**config.mk**
```make
export PLATFORM = sky130hd
export DESIGN_NAME = pipe_hazard_ctrl
export DESIGN_NICKNAME = d
export VERILOG_FILES = /design/src/rtl/pipe_hazard_ctrl.sv
export SDC_FILE = /design/constraint.sdc
export NUM_CORES = 1
export LEC_CHECK = 0
export ABC_AREA = 1
export CAP_MARGIN = 10
export CORE_AREA = 5 5 146 78
export DETAILED_ROUTE_END_ITERATION = 10
export DIE_AREA = 0 0 151 83
export PLACE_DENSITY = 0.94
export SLEW_MARGIN = 20
export SYNTH_ARGS = -nofsm -noshare
export SYNTH_HDL_FRONTEND = slang
export SYNTH_SLANG_ARGS = --single-unit
```
**constraint.sdc**
```tcl
create_clock -name i_clk -period 3.8 [get_ports i_clk]
set_clock_uncertainty 0.2 [all_clocks]
set_input_delay 0.57 -clock i_clk [delete_from_list [all_inputs] [get_ports i_clk]]
set_output_delay 0.57 -clock i_clk [all_outputs]
set_load 0.05 [all_outputs]
```
**src/rtl/pipe_hazard_ctrl.sv**
```systemverilog
// Stall/flush sequencer around the EX-stage ALU: load-use bubbles, jump redirects with
// a multi-cycle front-end flush, whole-pipe freeze on memory busy, saturating perf counters.
//
// state | meaning
// ------+-------------------------------------------------------------
// RUN   | normal issue; reacts to jumps, load-use hazards, mem busy
// FLUSH | front end being flushed after a redirect; fcnt_q cycles remain after this one
module pipe_hazard_ctrl #(
  parameter int FLUSH_CYCLES = 2,
  parameter int CNT_W        = 32,
  parameter int REG_W        = 5
) (
  input  logic             i_clk,
  input  logic             i_reset_n,
  input  logic [REG_W-1:0] i_id_rs1,
  input  logic [REG_W-1:0] i_id_rs2,
  input  logic             i_id_use_rs1,
  input  logic             i_id_use_rs2,
  input  logic [REG_W-1:0] i_ex_rd,
  input  logic             i_ex_memread,
  input  logic             i_ex_jmp,
  input  logic [31:0]      i_ex_jmp_pc,
  input  logic             i_mem_busy,
  output logic             o_stall_front,
  output logic             o_stall_all,
  output logic             o_bubble_ex,
  output logic             o_flush_id,
  output logic             o_redirect,
  output logic [31:0]      o_redirect_pc,
  output logic [CNT_W-1:0] o_stall_cnt,
  output logic [CNT_W-1:0] o_flush_cnt
);

  typedef enum logic {
    RUN   = 1'b0,
    FLUSH = 1'b1
  } state_e;

  // The redirect cycle itself is the first flush cycle, so FLUSH covers the remaining ones.
  localparam logic [3:0] FCNT_INIT = (FLUSH_CYCLES > 1) ? 4'(FLUSH_CYCLES - 2) : 4'd0;
  localparam logic [CNT_W-1:0] CNT_ONE = {{(CNT_W-1){1'b0}}, 1'b1};

  state_e           state_q, state_d;
  logic [3:0]       fcnt_q, fcnt_d;
  logic [CNT_W-1:0] stall_cnt_q, stall_cnt_d;
  logic [CNT_W-1:0] flush_cnt_q, flush_cnt_d;
  logic             luh;

  assign luh = i_ex_memread && (i_ex_rd != '0) &&
               ((i_id_use_rs1 && (i_id_rs1 == i_ex_rd)) ||
                (i_id_use_rs2 && (i_id_rs2 == i_ex_rd)));

  always_ff @(posedge i_clk or negedge i_reset_n) begin
    if (!i_reset_n) begin
      state_q     <= RUN;
      fcnt_q      <= 4'd0;
      stall_cnt_q <= '0;
      flush_cnt_q <= '0;
    end else begin
      state_q     <= state_d;
      fcnt_q      <= fcnt_d;
      stall_cnt_q <= stall_cnt_d;
      flush_cnt_q <= flush_cnt_d;
    end
  end

  always_comb begin
    state_d       = state_q;
    fcnt_d        = fcnt_q;
    stall_cnt_d   = stall_cnt_q;
    flush_cnt_d   = flush_cnt_q;
    o_stall_front = 1'b0;
    o_stall_all   = 1'b0;
    o_bubble_ex   = 1'b0;
    o_flush_id    = 1'b0;
    o_redirect    = 1'b0;
    o_redirect_pc = 32'h0;

    // Outputs are Mealy, so they must be gated explicitly while reset is asserted.
    if (!i_reset_n) begin
      state_d = RUN;
    end else if (i_mem_busy) begin
      o_stall_all   = 1'b1;
      o_stall_front = 1'b1;
    end else begin
      unique case (state_q)
        RUN: begin
          if (i_ex_jmp) begin
            o_redirect    = 1'b1;
            o_redirect_pc = i_ex_jmp_pc;
            o_flush_id    = 1'b1;
            o_bubble_ex   = 1'b1;
            if (flush_cnt_q != '1) flush_cnt_d = flush_cnt_q + CNT_ONE;
            if (FLUSH_CYCLES > 1) begin
              state_d = FLUSH;
              fcnt_d  = FCNT_INIT;
            end
          end else if (luh) begin
            o_stall_front = 1'b1;
            o_bubble_ex   = 1'b1;
            if (stall_cnt_q != '1) stall_cnt_d = stall_cnt_q + CNT_ONE;
          end
        end
        FLUSH: begin
          o_flush_id  = 1'b1;
          o_bubble_ex = 1'b1;
          if (fcnt_q == 4'd0) state_d = RUN;
          else                fcnt_d  = fcnt_q - 4'd1;
        end
        default: state_d = RUN;
      endcase
    end
  end

  assign o_stall_cnt = stall_cnt_q;
  assign o_flush_cnt = flush_cnt_q;

endmodule

```
== Yosys cells after proc, flatten, opt, wreduce, memory -nomap -nowiden ==
Index checks and enable logic that the tools add are counted.

* Equality and inequality tests: 7
* Multiply operators: 0
* Muxes and demuxes: 29
* Add/subtract/negate cells: 3
* Reduce and logical (&&, ||, !) cells: 10
* Divide/modulo/power cells: 0
* Bitwise gates (word level): 3
* Shifts and indexed selects: 0
* $lt $le $gt $ge: 0

{| class="wikitable"
|+ Operators by type and width
! cell !! number
|-
| 2-to-1 mux 32 bit || 4
|-
| adder 32 x 1 -> 32 bit (second input constant) || 2
|-
| != test 32 bit (second input constant) || 2
|-
| 2-to-1 mux 1 bit || 19
|-
| == test 5 bit || 2
|-
| 2-to-1 mux 4 bit || 2
|-
| case mux 4 bit (2 select lines) || 1
|-
| != test 2 bit (second input constant) || 3
|-
| case mux 1 bit (2 select lines) || 3
|-
| AND reduction 6 bit || 1
|-
| AND reduction 5 bit || 1
|-
| nonzero test 5 bit || 1
|-
| logical AND 1 bit || 4
|-
| logical NOT 4 bit || 1
|-
| AND reduction 4 bit || 1
|-
| subtractor 4 x 1 -> 4 bit (second input constant) || 1
|-
| NOT 1 bit || 3
|-
| logical OR 1 bit || 1
|}

* ROM bits: 0
* Memories: 0
* Bits of input ports: 54
* Output and inout bits: 101
* Bits in writable memories: 0
* Bits in latches: 0
* Register bits after elaboration: 69
* Logic and storage cells: 56

== Logic depth before layout (Yosys ltp) ==
Gate-level depths: netlist of run 1.

* Word-level depth: 9
* Depth in mapped cells: 11
* Mapped depth without buffers: 10

== Worst setup path before layout of run 1 ==
OpenSTA, ideal clock, no wires.

* Path kind: input -> output
* Start: input port i_mem_busy
* End: output port o_redirect_pc[10]
* Path slack: 0.696 ns
* Data required time: 3.030 ns
* Stages on the path: 6
* Path buffers: 1
* Data arrival time: 2.334 ns
* Cell sequence: inv_1 > nand2_2 > nor3_4 > inv_2 > clkbuf_1 > nor2_1

* Longest elaborated chain between the ends: 2

{| class="wikitable"
|+ Ends and longest elaborated chain
! element !! RTL line !! source
|-
| start, declared || 23 || <nowiki>input logic i_mem_busy,</nowiki>
|-
| 2-to-1 mux 32 bit || 82 || <nowiki>end else if (i_mem_busy) begin</nowiki>
|-
| 2-to-1 mux 32 bit || 80 || <nowiki>if (!i_reset_n) begin</nowiki>
|-
| end, declared || 29 || <nowiki>output logic [31:0] o_redirect_pc,</nowiki>
|}

No other way between the ends.

== Worst setup path in the final report of run 1 ==
* Start: input port i_ex_rd[4]
* End: output port o_bubble_ex

* Longest elaborated chain between the ends: 9
* Elaborated cells on any way between the ends: 13
* Classes of those cells: eq/ne (2); mux (5); reduce/logical (6)

{| class="wikitable"
|+ Ends and longest elaborated chain
! element !! RTL line !! source
|-
| start, declared || 19 || <nowiki>input logic [REG_W-1:0] i_ex_rd,</nowiki>
|-
| == test 5 bit, on equally long branches || 50, 51 ||
|-
| logical AND 1 bit, on equally long branches || 50, 51 ||
|-
| logical OR 1 bit || 50 || <nowiki>((i_id_use_rs1 && (i_id_rs1 == i_ex_rd)) ||</nowiki>
|-
| logical AND 1 bit (*) || 49 || <nowiki>assign luh = i_ex_memread && (i_ex_rd != '0) &&</nowiki>
|-
| 2-to-1 mux 1 bit (*) || 98 || <nowiki>end else if (luh) begin</nowiki>
|-
| 2-to-1 mux 1 bit (*) || 88 || <nowiki>if (i_ex_jmp) begin</nowiki>
|-
| case mux 1 bit (2 select lines) (*) || 86 || <nowiki>unique case (state_q)</nowiki>
|-
| 2-to-1 mux 1 bit (*) || 82 ||
|-
| 2-to-1 mux 1 bit (*) || 80 ||
|-
| end, declared || 26 || <nowiki>output logic o_bubble_ex,</nowiki>
|}

Mark *: on every way between the ends. The rest lies on a longest branch, timed or not.

==> impl_metrics.yaml, run 1 <==
routing:
  viasPerCell: 5.058
  dr_total_vias: 5508
  wire_per_inst_um: 15.05
  drt_wl_total_um: 16390
  dr.pass1.iters: 5
  antenna_left: 0
  drcViolationCount: 0
  drt_iter0_markers: 500
critical_path:
  reg2reg_depth: 9
  worstSetupPathType: "input pin to output pin"
  start_kind: "input pin"
  worstPathRequired_ps: 3030
  cp_max_fo: 4
  worstSetupEndpointType: "output pin"
  arrival_ps: 2650
sta:
  tns_ps: 0
  finalCritPeriodShare: 0.9004
  finalSetupViolCount: 0
  worstMarginPinSlew_ps: 886.9
  rsz0062_at_grt: "no"
  setup_ws_ps: 378.5
  maxSlewViolCount: 0
  slew_headroom: 0.4074
  clock.fmax_mhz: 292.3
  hold_viol: 0
  period_minus_slack_ps: 3421
run_status:
  outcome: "complete, no violations"
final_layout:
  area_growth_pct: 44.83
  diodes: 0
  postLayoutCoreUtil: 0.7212
  layout-drive-gt1-share: 0.07692
  nets: 1005
clocking:
  cts_tree: "yes"
  clockRootBuffer: "clkbuf_16"
  cts_buffers: 9
  hold_buffers: 1
  clock_sinks: 69
  clkTransAtPathRegs_ps: 60
  htreeDepth: 3
  post_cts_resized: 0
  postCtsSetupRepairBufs: 0
  clkLatencyLatePin_ps: 320
  clockBufferDepth: 2
power:
  p_total_mw: 2.170
  power.leakage_nw: 3.394
  irDropWorstVdd_uv: 297.0
  powerDensity_nw_per_um2: 302.2
floorplan:
  die_x_um: 151
  coreArea_um2: 9955
  io_pins: 155
  placementRows: 26
  initial_core_util: 0.4980
  die_y_um: 83
  dieArea_um2: 12530
placed_design:
  gp_congestion: 0.9778
  port_buffers: 154
  dp_slack_ps: 387.7
  dp_hpwl_um: 13140
synthesis:
  synth_cells: 791
  syn_area_per_cell_um2: 6.267
  ys_seq_area_frac: 0.3483
  syn-cell-area_um2: 4957
  ys_warn_count: 0
  synth_cell_types: 33
  syn-num-nets: 849
  synth-seq-cells: 69
run:
  maxCapViolations: 0
global_route:
  grt-ovfl-total: 0
  grt_use_total: 0.2646
  grt_max_degree: 60
  grt_pass1_wl_um: 26410
  grt_pass1_vias: 5052
  antenna_found_initial: 0
worst_hold_path:
  hold_path_depth: 2
  worstHoldPathType: "register to register"
==> through the flow <==
step / cells / instance area, um2 / hold WS [ps]
global route: 1089 / 7179 / 374.6
CTS: 1089 / 7179 / 341.7
global placement: 1075 / 6915 / 245.2
detailed placement: 1075 / 6915 / 244.7
floorplan: 791 / 4957 / 74.41
finish: 1089 / 7179 / 350.6
==> critical path: stages <==
cell and delay [ps]:
clkdlybuf4s50_1 550, inv_2 50, nand2_1 50, nand2_1 40
nor2_1 100, nand3_1 80, nand2_1 120, nand2_1 60
a21oi_1 170, clkdlybuf4s50_1 850
==> path summary, 6_finish.rpt <==
check                               start               to  slack, ps
max in group asynchronous       i_reset_n  o_stall_cnt[26]       1920
min in group asynchronous       i_reset_n        fcnt_q[3]        470
min reg2reg                o_flush_cnt[1]   o_flush_cnt[1]        350
min                        o_flush_cnt[1]   o_flush_cnt[1]        350
max                            i_ex_rd[4]      o_bubble_ex        380
max reg2reg                o_flush_cnt[0]  o_flush_cnt[13]       1270
==> kinds of logic after synthesis <==
kind of cell,count (synthesis),share of synthesized area
compound gates,26,0.02953
xor+xnor,31,0.05477
buf+inv,116,0.09768
flops,69,0.3483
simple gates,545,0.4596
fa+ha+maj,4,0.01010
==> cells in the mapped netlist (all sizes together) <==
master | n | area [um2]
a21boi | 1 | 7.510
a21oi | 3 | 26.28
and2 | 1 | 6.260
buf | 11 | 90.08
clkbuf | 3 | 11.26
dfrtp | 69 | 1727
ha | 4 | 50.05
inv | 102 | 382.9
nand2 | 345 | 1313
nand3 | 26 | 135.1
nand3b | 18 | 135.1
nand4 | 10 | 68.81
nor2 | 118 | 465.5
nor3 | 25 | 141.4
nor3b | 1 | 7.510
nor4 | 1 | 6.260
o21a | 1 | 7.510
o21ai | 21 | 105.1
xnor2 | 7 | 61.31
xor2 | 24 | 210.2
==> area by class of cell <==
type / instances / area [um2]
Clock buffer: 10 / 239.0
Clock inverter: 3 / 15.01
Multi-Input combinational cell: 606 / 2746
Inverter: 102 / 382.9
Tap cell: 140 / 175.2
Fill cell: 837 / 2775
Sequential cell: 69 / 1727
Timing Repair Buffer: 159 / 1894
==> cell usage in the layout (no fill, tap or decap), drive strengths merged <==
cell type,count
nand2,345
clkdlybuf4s50,119
nor2,118
inv,102
dfrtp,69
buf,39
nand3,26
nor3,25
xor2,24
o21ai,21
nand3b,18
nand4,10
clkbuf,10
xnor2,7
ha,4
clkinv,3
a21oi,3
a21boi,1
and2,1
o21a,1
nor3b,1
nor4,1
dlygate4sd3,1
==> registers in the layout (all words and copies together), names as in the netlist <==
| register | flops |
|---|---|
| o_stall_cnt | 32 |
| state_q | 1 |
| fcnt_q | 4 |
| o_flush_cnt | 32 |
==> where the power goes <==
part / switching [mW] / internal [mW] / leakage, nW / total, mW
logic: 0.363 / 0.218 / 2.33 / 0.581
clock network: 0.289 / 0.444 / 0.130 / 0.733
registers: 0.0659 / 0.790 / 0.936 / 0.856
total: 0.718 / 1.45 / 3.39 / 2.17
==> per-layer routing <==
metal  part of all wire  GRT usage
met5                  0          0
met3               0.12    0.09793
met1               0.46     0.3927
met2               0.40     0.3649
met4              0.014    0.05428
(Power assumes the default switching activity.)
==> run 2, diff against run 1 <==
--- a/config.mk
+++ b/config.mk
@@ -7,10 +7,12 @@
 export LEC_CHECK = 0
 export ABC_AREA = 1
 export CAP_MARGIN = 10
-export CORE_AREA = 5 5 146 78
+export CELL_PAD_IN_SITES_DETAIL_PLACEMENT = 0
+export CELL_PAD_IN_SITES_GLOBAL_PLACEMENT = 1
+export CORE_AREA = 2 2 172 90
 export DETAILED_ROUTE_END_ITERATION = 10
-export DIE_AREA = 0 0 151 83
-export PLACE_DENSITY = 0.94
+export DIE_AREA = 0 0 174 92
+export PLACE_DENSITY_LB_ADDON = 0.1
 export SLEW_MARGIN = 20
 export SYNTH_ARGS = -nofsm -noshare
 export SYNTH_HDL_FRONTEND = slang
==> impl_metrics.yaml, run 2 (synthesized netlist as in run 1, its figures left out) <==
worst_hold_path:
  worstHoldPathType: "input pin to asynchronous set/reset pin"
final_layout:
  area_growth_pct: 47.65
  diodes: 0
  layout-drive-gt1-share: 0.08185
  final_cell_mix: "nand2_1 (340), clkdlybuf4s50_1 (119), nor2_1 (113)"
  nets: 1006
  multiInputGateArea_um2: 2746
  final_common_cell: "nand2_1"
  n_fill_cell: 1535
  stdcell_area_um2: 7320
  seq_area_um2: 1727
placed_design:
  port_buffers: 154
  place_area_um2: 7008
  dp_hpwl_um: 13470
  dp_slack_ps: 402.3
  gp_congestion: 0.8935
sta:
  timing.hold.ws_ps: 317.6
  worstMarginPinSlew_ps: 935.4
  finalSetupViolCount: 0
  period_minus_slack_ps: 3394
  maxSlewViolCount: 0
  finalCritPeriodShare: 0.8932
  clock.fmax_mhz: 294.6
  tns_ps: 0
  slew_headroom: 0.3764
  setup_ws_ps: 405.9
  rsz0062_at_grt: "no"
  hold_viol: 0
clocking:
  cts_tree: "yes"
  hold_buffers: 0
  htreeDepth: 3
  post_cts_resized: 0
  clockRootBuffer: "clkbuf_16"
  clkTransAtPathRegs_ps: 60
  clkLatencyLatePin_ps: 340
  clock_sinks: 69
  cts_buffers: 9
  postCtsSetupRepairBufs: 0
  clockBufferDepth: 2
power:
  power.leakage_nw: 3.418
  irDropWorstVdd_uv: 183.2
  p_total_mw: 2.329
  power.net_switching_mw: 0.7781
  swShare: 0.3341
  powerDensity_nw_per_um2: 318.2
  power_frac_seq: 0.366
  pwr-share-clk: 0.383
  p_comb_frac: 0.251
  p_int_mw: 1.551
global_route:
  grt_use_total: 0.2218
  antenna_found_initial: 0
  grt_pass1_wl_um: 27700
  grt-ovfl-total: 0
  grt_pass1_vias: 5191
  grt_max_degree: 72
floorplan:
  coreArea_um2: 14730
  io_pins: 155
  die_x_um: 174
  initial_core_util: 0.3364
  die_y_um: 92
  placementRows: 32
  dieArea_um2: 16010
routing:
  dr_total_vias: 5427
  antenna_left: 0
  wire_per_inst_um: 14.82
  drcViolationCount: 0
  drt_iter0_markers: 448
  drt_wl_total_um: 17150
  viasPerCell: 4.691
  dr.pass1.iters: 4
critical_path:
  cp_max_fo: 3
  arrival_ps: 2620
  worstSetupEndpointType: "output pin"
  start_kind: "input pin"
  worstSetupPathType: "input pin to output pin"
  reg2reg_depth: 9
  worstPathRequired_ps: 3030
run:
  maxCapViolations: 0
run_status:
  outcome: "complete, no violations"
==> run 2: critical path, cell delays in order <==
cell and delay [ps]:
clkdlybuf4s50_1 510, inv_1 90, nand2_1 70, nand2_1 50, nor2_1 100, nand3_1 80
nand2_1 120, nand2_1 70, a21oi_1 140, clkdlybuf4s50_1 830
==> run 2: worst paths after layout <==
kind / endpoint / slack [ps] / startpoint
min in group i_clk: o_flush_cnt[27] / 340 / o_flush_cnt[27]
max in group asynchronous: o_stall_cnt[2] / 2490 / i_reset_n
min reg2reg: o_flush_cnt[27] / 340 / o_flush_cnt[27]
min: fcnt_q[3] / 320 / i_reset_n
max reg2reg: o_flush_cnt[3] / 1360 / o_flush_cnt[0]
max: o_bubble_ex / 410 / i_ex_rd[1]
==> run 2: per-layer routing <==
layer,vias up,GRT usage,wire length [um]
li1,2742,-,-
met1,2489,0.3361,8852
met2,185,0.3021,6612
met3,11,0.07255,1560
met4,0,0.04202,125
met5,-,0,0
==> run 2: through the flow <==
step                cells  utilization
floorplan             791            -
global placement     1141       0.4756
detailed placement   1141       0.4756
CTS                  1157       0.4968
global route         1157       0.4968
finish               1157       0.4968
==> run 2: power by group through the flow <==
stage,clock (mW),sequential [mW],combinational (mW)
global route,0.938,0.863,0.632
finish,0.891,0.853,0.585
global placement,0,0.863,0.576
detailed placement,0,0.865,0.585
CTS,0.910,0.853,0.589
floorplan,0,0.991,0.202
==> run 2: final cells by class <==
class                   instances  share of cell area
clock inverters                 5            0.008034
inverters                     102             0.05231
multi-input cells             606              0.3752
clock buffers                  11             0.03453
well taps                     204             0.03487
repair buffers                160              0.2591
flip-flops and latches         69              0.2359
==> run 3, diff against run 2 <==
--- a/config.mk
+++ b/config.mk
@@ -12,7 +12,8 @@
 export CORE_AREA = 2 2 172 90
 export DETAILED_ROUTE_END_ITERATION = 10
 export DIE_AREA = 0 0 174 92
-export PLACE_DENSITY_LB_ADDON = 0.1
+export PLACE_DENSITY = 0.89
+export REMOVE_ABC_BUFFERS = 1
 export SLEW_MARGIN = 20
 export SYNTH_ARGS = -nofsm -noshare
 export SYNTH_HDL_FRONTEND = slang
==> impl_metrics.yaml, run 3 (synthesized netlist as in run 1, its figures left out) <==
critical_path:
  crit_slowest_cell: "clkdlybuf4s50_1"
  crit_top_cell: "nand2_1"
  cp_max_fo: 3
  arrival_ps: 2620
  cp_cell_sequence: "clkdlybuf4s50_1 > inv_2 > nand2_1 > nand2_1 > nor2_1 > nand3_1 > nand2_1 > nand2_1 > a21oi_1 > clkdlybuf4s50_1"
  start_kind: "input pin"
  slowest_delay_ps: 840
  critical_path.top_delay_family: "buffers and inverters"
  r2r_end: "o_stall_cnt[22]"
  worstSetupEndpointType: "output pin"
  worstSetupPathType: "input pin to output pin"
  ff2ff_setup_slack_ps: 1000
  reg2reg_depth: 9
  cp_num_buf_inv: 3
  r2r_start: "o_stall_cnt[0]"
  setup.worst_path.start: "i_ex_rd[3]"
  worstPathRequired_ps: 3030
global_route:
  grt_max_degree: 69
  grt_pass1_wl_um: 27230
  grt_pass1_vias: 4841
  grt-ovfl-total: 0
  grt_use_total: 0.2193
  antenna_found_initial: 0
floorplan:
  dieArea_um2: 16010
  placementRows: 32
  coreArea_um2: 14730
  initial_core_util: 0.3364
  die_x_um: 174
  io_pins: 155
  die_y_um: 92
worst_hold_path:
  hold_end: "o_flush_cnt[15]"
  worstHoldPathType: "register to register"
  hp-start: "o_flush_cnt[15]"
  hold_path_depth: 2
routing:
  viasPerCell: 4.642
  antenna_left: 0
  dr_total_vias: 5362
  drcViolationCount: 0
  dr.pass1.iters: 7
  drt_wl_total_um: 16980
  drt_iter0_markers: 485
  wire_per_inst_um: 14.70
clocking:
  postCtsSetupRepairBufs: 0
  htreeDepth: 3
  clockRootBuffer: "clkbuf_16"
  cts_buffers: 9
  clock_sinks: 69
  post_cts_resized: 0
  cts_tree: "yes"
  clkLatencyLatePin_ps: 330
  clkTransAtPathRegs_ps: 60
  clockBufferDepth: 2
sta:
  finalSetupViolCount: 0
  tns_ps: 0
  slew_headroom: 0.3378
  maxSlewViolCount: 0
  worstMarginPinSlew_ps: 991.0
  period_minus_slack_ps: 3391
  finalCritPeriodShare: 0.8923
  hold_viol: 0
  rsz0062_at_grt: "no"
  clock.fmax_mhz: 294.9
final_layout:
  final_common_cell: "nand2_1"
  diodes: 0
  final_cell_mix: "nand2_1 (340), clkdlybuf4s50_1 (119), nor2_1 (113)"
  area_growth_pct: 47.68
  postLayoutCoreUtil: 0.4969
  nets: 1005
  layout-drive-gt1-share: 0.07781
power:
  power.net_switching_mw: 0.7480
  power.leakage_nw: 3.417
  swShare: 0.3192
  pwr-share-clk: 0.387
  p_int_mw: 1.596
  powerDensity_nw_per_um2: 320.2
  p_comb_frac: 0.246
  power_frac_seq: 0.367
  irDropWorstVdd_uv: 204.2
run:
  maxCapViolations: 0
placed_design:
  port_buffers: 154
  gp_congestion: 1.011
  dp_hpwl_um: 13550
run_status:
  outcome: "complete, no violations"
==> run 3: cell types whose count changed in the layout (fill, tap and decap cells not counted), sizes merged <==
cell,delta
buf,-2
bufinv,+1
clkinv,-1
clkinvlp,-1
dlygate4sd3,+1
==> run 3: final cells by class <==
class | count | area (um2)
Timing Repair Buffer | 159 | 1894
Clock buffer | 11 | 242.7
Fill cell | 1486 | 7413
Clock inverter | 4 | 72.57
Multi-Input combinational cell | 606 | 2746
Sequential cell | 69 | 1727
Inverter | 102 | 382.9
Tap cell | 204 | 255.2
==> run 3: metrics by stage <==
step / power, mW / setup slack [ps] / hold slack (ps) / cell area (um2) / cells
floorplan: 1.188 / 659.9 / 74.41 / 4856 / 777
global placement: 1.443 / 414.5 / 178.2 / 6995 / 1139
global route: 2.460 / 286.4 / 398.1 / 7321 / 1155
finish: 2.344 / 409.1 / 357.9 / 7321 / 1155
CTS: 2.373 / 415.6 / 359.1 / 7321 / 1155
detailed placement: 1.449 / 430.0 / 178.4 / 6995 / 1139
==> run 3: timing repair <==
item | CTS | global route
endpoints found under the hold margin | 1 | 0
hold buffers | 1 | 0
endpoints found under the setup margin | 0 | 0
==> run 3: power groups by stage <==
stage	clock, mW	sequential (mW)	combinational (mW)
6_report	0.908	0.859	0.577
5_1_grt	0.962	0.869	0.629
4_1_cts	0.935	0.858	0.581
3_5_place_dp	0	0.870	0.579
3_3_place_gp	0	0.869	0.574
2_1_floorplan	0	0.991	0.197
==> run 3: worst max-delay path by stage <==
stage                                  end  cells after the start
final                          o_bubble_ex                     10
after global routing           o_bubble_ex                     10
after CTS                      o_bubble_ex                     10
after detailed placement       o_bubble_ex                     10
after global placement         o_bubble_ex                     10
after floorplan           o_redirect_pc[0]                      5
==> run 3: routing by layer <==
metal,track usage,up-vias,share of wire
met1,0.3498,2378,0.53
li1,-,2726,-
met3,0.09080,5,0.12
met5,0,-,0
met2,0.2663,253,0.35
met4,0.03011,0,0.0040
==> run 3: tightest hold or removal path, delay by kind of cell, from the launching register on <==
| kind | cells | cell delay, ps |
|---|---|---|
| AOI/OAI and AO/OA | 1 | 70 |
| and+or+nand+nor | 1 | 60 |
| DFF | 1 | 390 |
